===== src/rtl/sram_a_streamer.sv =====
// Purpose: walks a rows x cols tile of the matrix-A SRAM and streams its bytes out row-major; optional stall counter under A_STREAM_STALL_CNT_EN.
// Latency: start accepted at edge 0 -> sram_ce in cycle 1 -> out_valid in cycle 3; 1 beat/cycle sustained.
// Backpressure: valid/ready output with a 4-entry FIFO; reads are issued only while FIFO occupancy + reads in flight < 4.
module sram_a_streamer #(
    parameter int ADDR_W = 10,
    parameter int DATA_W = 8,
    parameter int DIM_W  = 6
) (
    input  logic              clk,
    input  logic              rst_n,
    input  logic              start,
    input  logic              abort,
    input  logic [ADDR_W-1:0] base_addr,
    input  logic [DIM_W-1:0]  rows,
    input  logic [DIM_W-1:0]  cols,
    input  logic [DIM_W-1:0]  stride,
    output logic              sram_ce,
    output logic              sram_we,
    output logic [ADDR_W-1:0] sram_addr,
    output logic [DATA_W-1:0] sram_din,
    input  logic [DATA_W-1:0] sram_dout,
    output logic              out_valid,
    input  logic              out_ready,
    output logic [DATA_W-1:0] out_data,
    output logic              out_last_col,
    output logic              out_last,
    output logic              busy,
    output logic              done,
    output logic [15:0]       stall_cnt
);

    typedef enum logic [1:0] {S_IDLE, S_RUN, S_DRAIN, S_DONE} state_t;

    typedef struct packed {
        logic [DATA_W-1:0] dat;
        logic              lc;
        logic              last;
    } beat_t;

    localparam logic [DIM_W-1:0]  ONE_D = DIM_W'(1);
    localparam logic [ADDR_W-1:0] ONE_A = ADDR_W'(1);

    state_t              state;
    logic [DIM_W-1:0]    c_q, r_q, rows_q, cols_q, stride_q;
    logic [ADDR_W-1:0]   addr_q, rowb_q;
    logic                ce_lc, ce_last;
    logic                rd_vld, rd_lc, rd_last;
    beat_t               fifo_mem [4];
    logic [1:0]          wr_ptr, rd_ptr;
    logic [2:0]          fifo_cnt;
    beat_t               head;

    logic                abort_act, start_acc, job_ok, pop, credit_ok, issue;
    logic                lc_cur, last_cur;
    logic [DIM_W-1:0]    c_cur, r_cur, rows_cur, cols_cur, stride_cur;
    logic [ADDR_W-1:0]   addr_cur, rowb_cur, next_rowb;
    logic [3:0]          outstanding;

    assign sram_we      = 1'b0;
    assign sram_din     = '0;
    assign head         = fifo_mem[rd_ptr];
    assign out_valid    = (fifo_cnt != 3'd0);
    assign out_data     = head.dat;
    assign out_last_col = head.lc;
    assign out_last     = head.last;

    // Issue decision: in IDLE the walk position comes straight from the start inputs so the first read goes out on the start edge.
    always_comb begin
        abort_act   = abort && (state != S_IDLE);
        start_acc   = start && !abort && (state == S_IDLE);
        job_ok      = (rows != '0) && (cols != '0);
        pop         = out_valid && out_ready;
        c_cur       = c_q;
        r_cur       = r_q;
        rows_cur    = rows_q;
        cols_cur    = cols_q;
        stride_cur  = stride_q;
        addr_cur    = addr_q;
        rowb_cur    = rowb_q;
        if (state == S_IDLE) begin
            c_cur      = '0;
            r_cur      = '0;
            rows_cur   = rows;
            cols_cur   = cols;
            stride_cur = stride;
            addr_cur   = base_addr;
            rowb_cur   = base_addr;
        end
        lc_cur      = (c_cur == cols_cur - ONE_D);
        last_cur    = lc_cur && (r_cur == rows_cur - ONE_D);
        next_rowb   = rowb_cur + {{(ADDR_W-DIM_W){1'b0}}, stride_cur};
        outstanding = {1'b0, fifo_cnt} + {3'b000, sram_ce} + {3'b000, rd_vld} - {3'b000, pop};
        credit_ok   = (outstanding < 4'd4);
        issue       = (start_acc && job_ok) || ((state == S_RUN) && !abort && credit_ok);
    end

    // Job FSM, tile walk counters and registered SRAM request.
    always_ff @(posedge clk or negedge rst_n) begin
        if (!rst_n) begin
            state     <= S_IDLE;
            busy      <= 1'b0;
            done      <= 1'b0;
            sram_ce   <= 1'b0;
            sram_addr <= '0;
            ce_lc     <= 1'b0;
            ce_last   <= 1'b0;
            c_q       <= '0;
            r_q       <= '0;
            rows_q    <= '0;
            cols_q    <= '0;
            stride_q  <= '0;
            addr_q    <= '0;
            rowb_q    <= '0;
        end else begin
            done    <= 1'b0;
            sram_ce <= issue;
            if (issue) begin
                sram_addr <= addr_cur;
                ce_lc     <= lc_cur;
                ce_last   <= last_cur;
                if (lc_cur) begin
                    c_q    <= '0;
                    r_q    <= r_cur + ONE_D;
                    rowb_q <= next_rowb;
                    addr_q <= next_rowb;
                end else begin
                    c_q    <= c_cur + ONE_D;
                    r_q    <= r_cur;
                    rowb_q <= rowb_cur;
                    addr_q <= addr_cur + ONE_A;
                end
            end
            if (start_acc) begin
                rows_q   <= rows;
                cols_q   <= cols;
                stride_q <= stride;
            end
            case (state)
                S_IDLE: begin
                    if (start_acc) begin
                        busy <= 1'b1;
                        if (!job_ok) begin
                            state <= S_DONE;
                            done  <= 1'b1;
                        end else if (last_cur) begin
                            state <= S_DRAIN;
                        end else begin
                            state <= S_RUN;
                        end
                    end
                end
                S_RUN: begin
                    if (abort) begin
                        state <= S_DONE;
                        done  <= 1'b1;
                    end else if (issue && last_cur) begin
                        state <= S_DRAIN;
                    end
                end
                S_DRAIN: begin
                    if (abort || (pop && head.last)) begin
                        state <= S_DONE;
                        done  <= 1'b1;
                    end
                end
                default: begin
                    state <= S_IDLE;
                    busy  <= 1'b0;
                end
            endcase
        end
    end

    // Read-data capture one cycle after sram_ce, then into the output FIFO; abort discards both.
    always_ff @(posedge clk or negedge rst_n) begin
        if (!rst_n) begin
            rd_vld   <= 1'b0;
            rd_lc    <= 1'b0;
            rd_last  <= 1'b0;
            wr_ptr   <= '0;
            rd_ptr   <= '0;
            fifo_cnt <= '0;
            for (int i = 0; i < 4; i++) fifo_mem[i] <= '0;
        end else begin
            rd_vld  <= sram_ce && !abort_act;
            rd_lc   <= ce_lc;
            rd_last <= ce_last;
            if (abort_act) begin
                wr_ptr   <= '0;
                rd_ptr   <= '0;
                fifo_cnt <= '0;
            end else begin
                if (rd_vld) begin
                    fifo_mem[wr_ptr] <= '{dat: sram_dout, lc: rd_lc, last: rd_last};
                    wr_ptr           <= wr_ptr + 2'd1;
                end
                if (pop) rd_ptr <= rd_ptr + 2'd1;
                fifo_cnt <= fifo_cnt + {2'b00, rd_vld} - {2'b00, pop};
            end
        end
    end

`ifdef A_STREAM_STALL_CNT_EN
    logic [15:0] stall_q;

    // Saturating count of cycles the consumer held off a valid beat; restarts with each accepted job.
    always_ff @(posedge clk or negedge rst_n) begin
        if (!rst_n) begin
            stall_q <= '0;
        end else if (start_acc) begin
            stall_q <= '0;
        end else if (out_valid && !out_ready && (stall_q != 16'hFFFF)) begin
            stall_q <= stall_q + 16'd1;
        end
    end

    assign stall_cnt = stall_q;
`else
    assign stall_cnt = 16'h0000;
`endif

endmodule

===== config.mk =====
export PLATFORM = sky130hd
export DESIGN_NAME = sram_a_streamer
export DESIGN_NICKNAME = d
export VERILOG_FILES = /design/src/rtl/sram_a_streamer.sv
export SDC_FILE = /design/constraint.sdc
export NUM_CORES = 1
export LEC_CHECK = 0
export CORE_ASPECT_RATIO = 1.4
export CORE_MARGIN = 10
export CORE_UTILIZATION = 30
export CTS_CLUSTER_SIZE = 30
export DETAILED_ROUTE_END_ITERATION = 6
export PLACE_DENSITY_LB_ADDON = 0.12
export SLEW_MARGIN = 5
export SYNTH_ARGS = -nofsm -noshare
export SYNTH_HDL_FRONTEND = slang
export SYNTH_SLANG_ARGS = --single-unit

===== constraint.sdc =====
create_clock -name clk -period 6.31 [get_ports clk]
set_input_delay 1.262 -clock clk [delete_from_list [all_inputs] [get_ports clk]]
set_output_delay 1.262 -clock clk [all_outputs]
set_load 0.02 [all_outputs]

* Word-level counts from Yosys, hierarchy flattened *
Index checks and enable logic that the tools add are counted.

storage, ports and cells
  register bits = 117
  input bits = 41
  output and inout bits = 49
  logic and storage cells = 124

cells by class
  add/subtract/negate cells = 13
  order comparisons = 4
  equal/unequal tests = 7
  mux-type cells = 36
  bitwise gates (word level) = 4
  reduce and logical (&&, ||, !) cells = 28

operator list
  kind                                                 count
  2-to-1 mux 10 bit                                    7
  2-to-1 mux 6 bit                                     7
  bitwise mux 40 bit                                   1
  binary-select mux 10 bit (select 2 bit)              1
  demux 10 bit (select 2 bit)                          1
  2-to-1 mux 2 bit                                     10
  logical AND 1 bit                                    13
  adder 6 x 1 -> 6 bit (second input constant)         2
  == test 6 bit                                        2
  nonzero test 6 bit                                   2
  subtractor 6 x 1 -> 6 bit (second input constant)    2
  adder 10 x 1 -> 10 bit (second input constant)       1
  adder 10 x 6 -> 10 bit                               1
  >= comparator 3 bit (second input constant)          2
  inverter 2 -> 3 bit                                  2
  case mux 2 bit (3 select lines)                      1
  nonzero test 2 bit                                   3
  2-to-1 mux 1 bit                                     5
  adder 2 x 1 -> 2 bit (second input constant)         2
  adder 3 x 1 -> 4 bit                                 1
  adder 4 x 1 -> 4 bit                                 1
  < comparator 4 x 3 -> 1 bit (second input constant)  1
  != test 2 bit (second input constant)                2
  AND reduction 2 bit                                  2
  17 further kinds                                     20

* Longest topological paths before layout *
  depth in word-level cells = 10
  mapped depth = 18
  mapped depth without buffers = 13

* Least setup slack after synthesis *
Ideal clock, no wire load.

  path type = flip-flop to flip-flop
  start = register state[0]
  end = register state[0]
  setup time = 130 ps
  data arrival time = 4,210 ps
  required time = 6,180 ps
  path slack = 1,971 ps
  cell stages (with the launch flop) = 18
  cell sequence = dfrtp_1 > inv_1 > ha_1 > clkbuf_1 > buf_2 > buf_2 > buf_1 > clkbuf_1 > mux2i_1 > ha_1 > or3b_2 > a21oi_1 > o211ai_1 > nor4_4 > buf_2 > nand3_1 > a311oi_1 > a31oi_1

between the ends
  cells in the longest elaborated chain, start to end = 9

ends and longest elaborated chain
  item                                          line         source
  start: declaration                            43           state_t state;
  start signal: assignment                      100          state <= S_IDLE;
  start signal: assignment                      143          state <= S_DONE;
  start signal: assignment                      146          state <= S_DRAIN;
  zero test 2 bit                               70, 80, 138
  2-to-1 mux 6 bit                              80           if (state == S_IDLE) begin
  subtractor 6 x 1 -> 6 bit (on tied branches)  89, 90
  == test 6 bit (on tied branches)              89, 90
  logical AND 1 bit                             90           last_cur = lc_cur && (r_cur == rows_cur - ONE_D);
  2-to-1 mux 2 bit                              145          end else if (last_cur) begin
  2-to-1 mux 2 bit                              142          if (!job_ok) begin
  2-to-1 mux 2 bit                              140          if (start_acc) begin
  case mux 2 bit (3 select lines)               138          case (state)

Several ways; a longest one is shown, not always the timed one. The select of a mux whose other input is x is not followed.
A chain may end at the register's enable or synchronous reset.

* Worst setup path in the final report *
  start = input port out_ready
  end = register addr_q[3]

between the ends
  cells in the longest elaborated chain, start to end = 5

ends and longest elaborated chain
  item                         line  source
  start: declaration           23    input logic out_ready,
  logical AND 1 bit            72    pop = out_valid && out_ready;
  subtractor 4 x 1 -> 4 bit    92    outstanding = {1'b0, fifo_cnt} + {3'b000, sram_ce} + {3'b000, rd_vld} - {3'b000, pop};
  < comparator 4 x 3 -> 1 bit  93    credit_ok = (outstanding < 4'd4);
  logical AND 1 bit            94    issue = (start_acc && job_ok) || ((state == S_RUN) && !abort && credit_ok);
  logical OR 1 bit             94
  end signal: assignment       125   addr_q <= next_rowb;
  end signal: assignment       130   addr_q <= addr_cur + ONE_A;
  end: declaration             45    logic [ADDR_W-1:0] addr_q, rowb_q;

No other way between the ends.

==> results.py <==
metrics = {
    "logic_synthesis": {
        "synth.avg_cell_area_um2": 10.7,
        "synth_area_leaders": "dfrtp_1 43%, mux2_2 11%, ha_1 4.6%",
        "yosysMostFrequentCell": "dfrtp_1",
        "synth_common_cells": "117 x dfrtp_1, 69 x mux2_2, 46 x nor2_1",
        "synth-seq-area-share": 0.427,
        "postSynthCellCount": 643,
        "synth_top_flop_cell": "dfrtp_1",
        "ys_ff_latch": 117,
        "synthArstFlopShare": 1.00,
        "synth_enable_flop_cells": 0,
        "synth_largest_area_cell": "dfrtp_1",
        "netlist_area_mm2": 0.00686,
        "netlist.area_leader.share": 0.427,
        "synth_warnings": 0,
        "ys_types": 55,
    },
    "worst_setup_path": {
        "critical_path_class": "input pin to flip-flop",
        "reg2reg_from": "state[0]$_DFFE_PN0P_",
        "crit_start": "out_ready",
        "crit_path_end_kind": "flip-flop",
        "cp.required_ps": 6610,
        "cp-start-kind": "input pin",
        "crit_arrival_ps": 4510,
        "critPathMaxFanout": 57,
    },
    "timing": {
        "fin_worst_skew_ps": 6.57,
        "hold_viol": 0,
        "rsz0062_at_grt": "no",
        "worst_slew_pin_slew_ps": 786,
        "finalMaxSlewViolations": 0,
        "min_period_ps": 4210,
        "fmax_mhz": 238,
        "finalSetupViolCount": 0,
        "fin_crit_sh": 0.667,
        "slew_headroom": 0.476,
        "tns_ps": 0,
    },
    "die": {
        "placement_rows": 65,
        "initial_core_util": 0.305,
        "die_h_um": 199,
        "die_w_um": 148,
        "ioPinCount": 90,
        "core_area_mm2": 0.0225,
        "die_area_mm2": 0.0294,
    },
    "finish": {
        "final_cell_count_no_fill": 1017,
        "nets": 771,
        "area_delta_synth_final_pct": 21.2,
        "fill_cells": 2273,
        "diodes": 0,
        "drive_gt1_frac": 0.173,
    },
    "cts": {
        "cts_resized": 0,
        "cts_tree": "done",
        "cts_root_buf": "clkbuf_16",
        "clk_pin_slew_ps": 60,
        "clkLatencyLatePin_ps": 410,
        "htreeDepth": 4,
        "cts_sinks": 117,
        "cts_hold_buf": 0,
        "numCtsBuffers": 17,
        "cts_setup_buffers": 0,
        "clk_path_buf_depth": 2,
    },
    "outcome": {
        "status": "complete, no violations",
    },
    "routing": {
        "ant_nets": 0,
        "dr.pass1.iters": 4,
        "dr.first_iter.drc_count": 152,
        "finalWirelength_um": 16800,
        "drc": 0,
        "wl_per_cell_um": 16.6,
        "vias_per_cell": 4.80,
        "vias": 4877,
    },
    "power": {
        "p_per_area_mw_per_mm2": 528,
        "p_leak_nw": 3.61,
        "ir_drop_mv": 0.232,
    },
    "place": {
        "dpl.hpwl_um": 12000,
        "place_inst": 985,
        "gp_congestion": 0.800,
        "port_buffers": 64,
    },
    "global_routing": {
        "grt_pass1_wl_um": 27600,
        "grt_pass1_vias": 5242,
        "grt_max_degree": 61,
        "grt_antenna_before_repair": 0,
        "overflow": 0,
        "grt_usage": 0.117,
    },
    "hold_path": {
        "hold_start": "ce_last$_DFFE_PN0P_",
        "hp-class": "flip-flop to flip-flop",
    },
    "flow_run": {
        "cap_violations": 0,
    },
}
power by group:
group,internal (mW),switching (mW),total (mW)
Combinational,1.01,1.13,2.14
Sequential,1.04,0.227,1.26
Clock,0.604,0.383,0.987
final cells by class:
cell class	count	area, um^2	share of cell area
Clock inverter	14	168	0.0202
Sequential cell	117	2930	0.352
Tap cell	301	377	0.0453
Clock buffer	18	439	0.0528
Multi-Input combinational cell	468	3610	0.434
Inverter	29	109	0.0131
Timing Repair Buffer	70	683	0.0821
cell usage in the layout, fill, tap and decap left out, types with 7 or more instances in the layout:
cell	Yosys	layout
a21oi_1	35	35
buf_4	25	7
clkbuf_16	0	17
clkdlybuf4s50_1	0	63
conb_1	1	25
dfrtp_1	117	117
ha_1	25	24
inv_1	29	28
mux2_2	69	69
mux2i_1	31	31
mux4_2	10	10
nand2_1	29	29
nand3_1	16	16
nand4_1	8	8
nor2_1	46	46
nor2b_1	13	13
nor3_1	7	7
o211ai_1	7	7
o21a_1	9	9
o21ai_0	27	27
xnor2_1	25	25
xor2_1	16	16
metal layers:
metal	wire length [um]	GRT usage
met1	6840	0.123
met2	9070	0.217
met3	697	0.0327
met4	228	0.0416
met5	0	0
final timing paths:
| kind | to | slack [ps] | cells past startpoint |
|---|---|---|---|
| max | addr_q[3]$_DFFE_PN0P_ | 2100 | 14 |
| min | rd_last$_DFF_PN0_ | 380 | 0 |
| max reg2reg | state[1]$_DFFE_PN0P_ | 2320 | 12 |
| min reg2reg | rd_last$_DFF_PN0_ | 380 | 0 |
| max in group asynchronous | sram_addr[8]$_DFFE_PN0P_ | 4070 | 2 |
| min in group asynchronous | fifo_cnt[1]$_DFF_PN0_ | 940 | 1 |
state kept, by name (all words and copies together) (netlist names), 2 cells and up:
register	flops
fifo_cnt	3
cols_q	6
fifo_mem	40
stride_q	6
rows_q	6
wr_ptr	2
rd_ptr	2
addr_q	10
sram_addr	10
c_q	6
rowb_q	10
state	2
r_q	6
cells by family after synthesis:
family / after synthesis / synth area share
simple gates: 151 / 0.112
flops: 117 / 0.427
compound gates: 114 / 0.105
mux: 110 / 0.191
buf+inv: 82 / 0.0600
xor+xnor: 41 / 0.0523
fa+ha+maj: 27 / 0.0514
other cells: 1 / 0.000547
per-stage QoR:
stage | setup slack, ps | hold WS [ps] | instance area (um^2) | utilization | power [mW]
after floorplan | 1970 | 354 | 6950 | - | 2.85
after global placement | 1730 | 363 | 7710 | 0.342 | 3.39
after detailed placement | 1690 | 368 | 7710 | 0.342 | 3.44
after CTS | 2120 | 381 | 8320 | 0.369 | 4.47
after global routing | 1710 | 397 | 8320 | 0.369 | 4.76
final | 2100 | 376 | 8320 | 0.369 | 4.39
critical path, stage by stage:
cell	delay, ps
clkdlybuf4s50_1	460
o31a_1	230
ha_1	260
inv_1	60
ha_1	210
a21o_1	160
a2111oi_0	390
a31oi_1	80
o22a_1	170
buf_4	210
clkinv_1	110
buf_4	480
o311ai_0	240
o21a_1	150
Power figures use the tool's default switching activity.
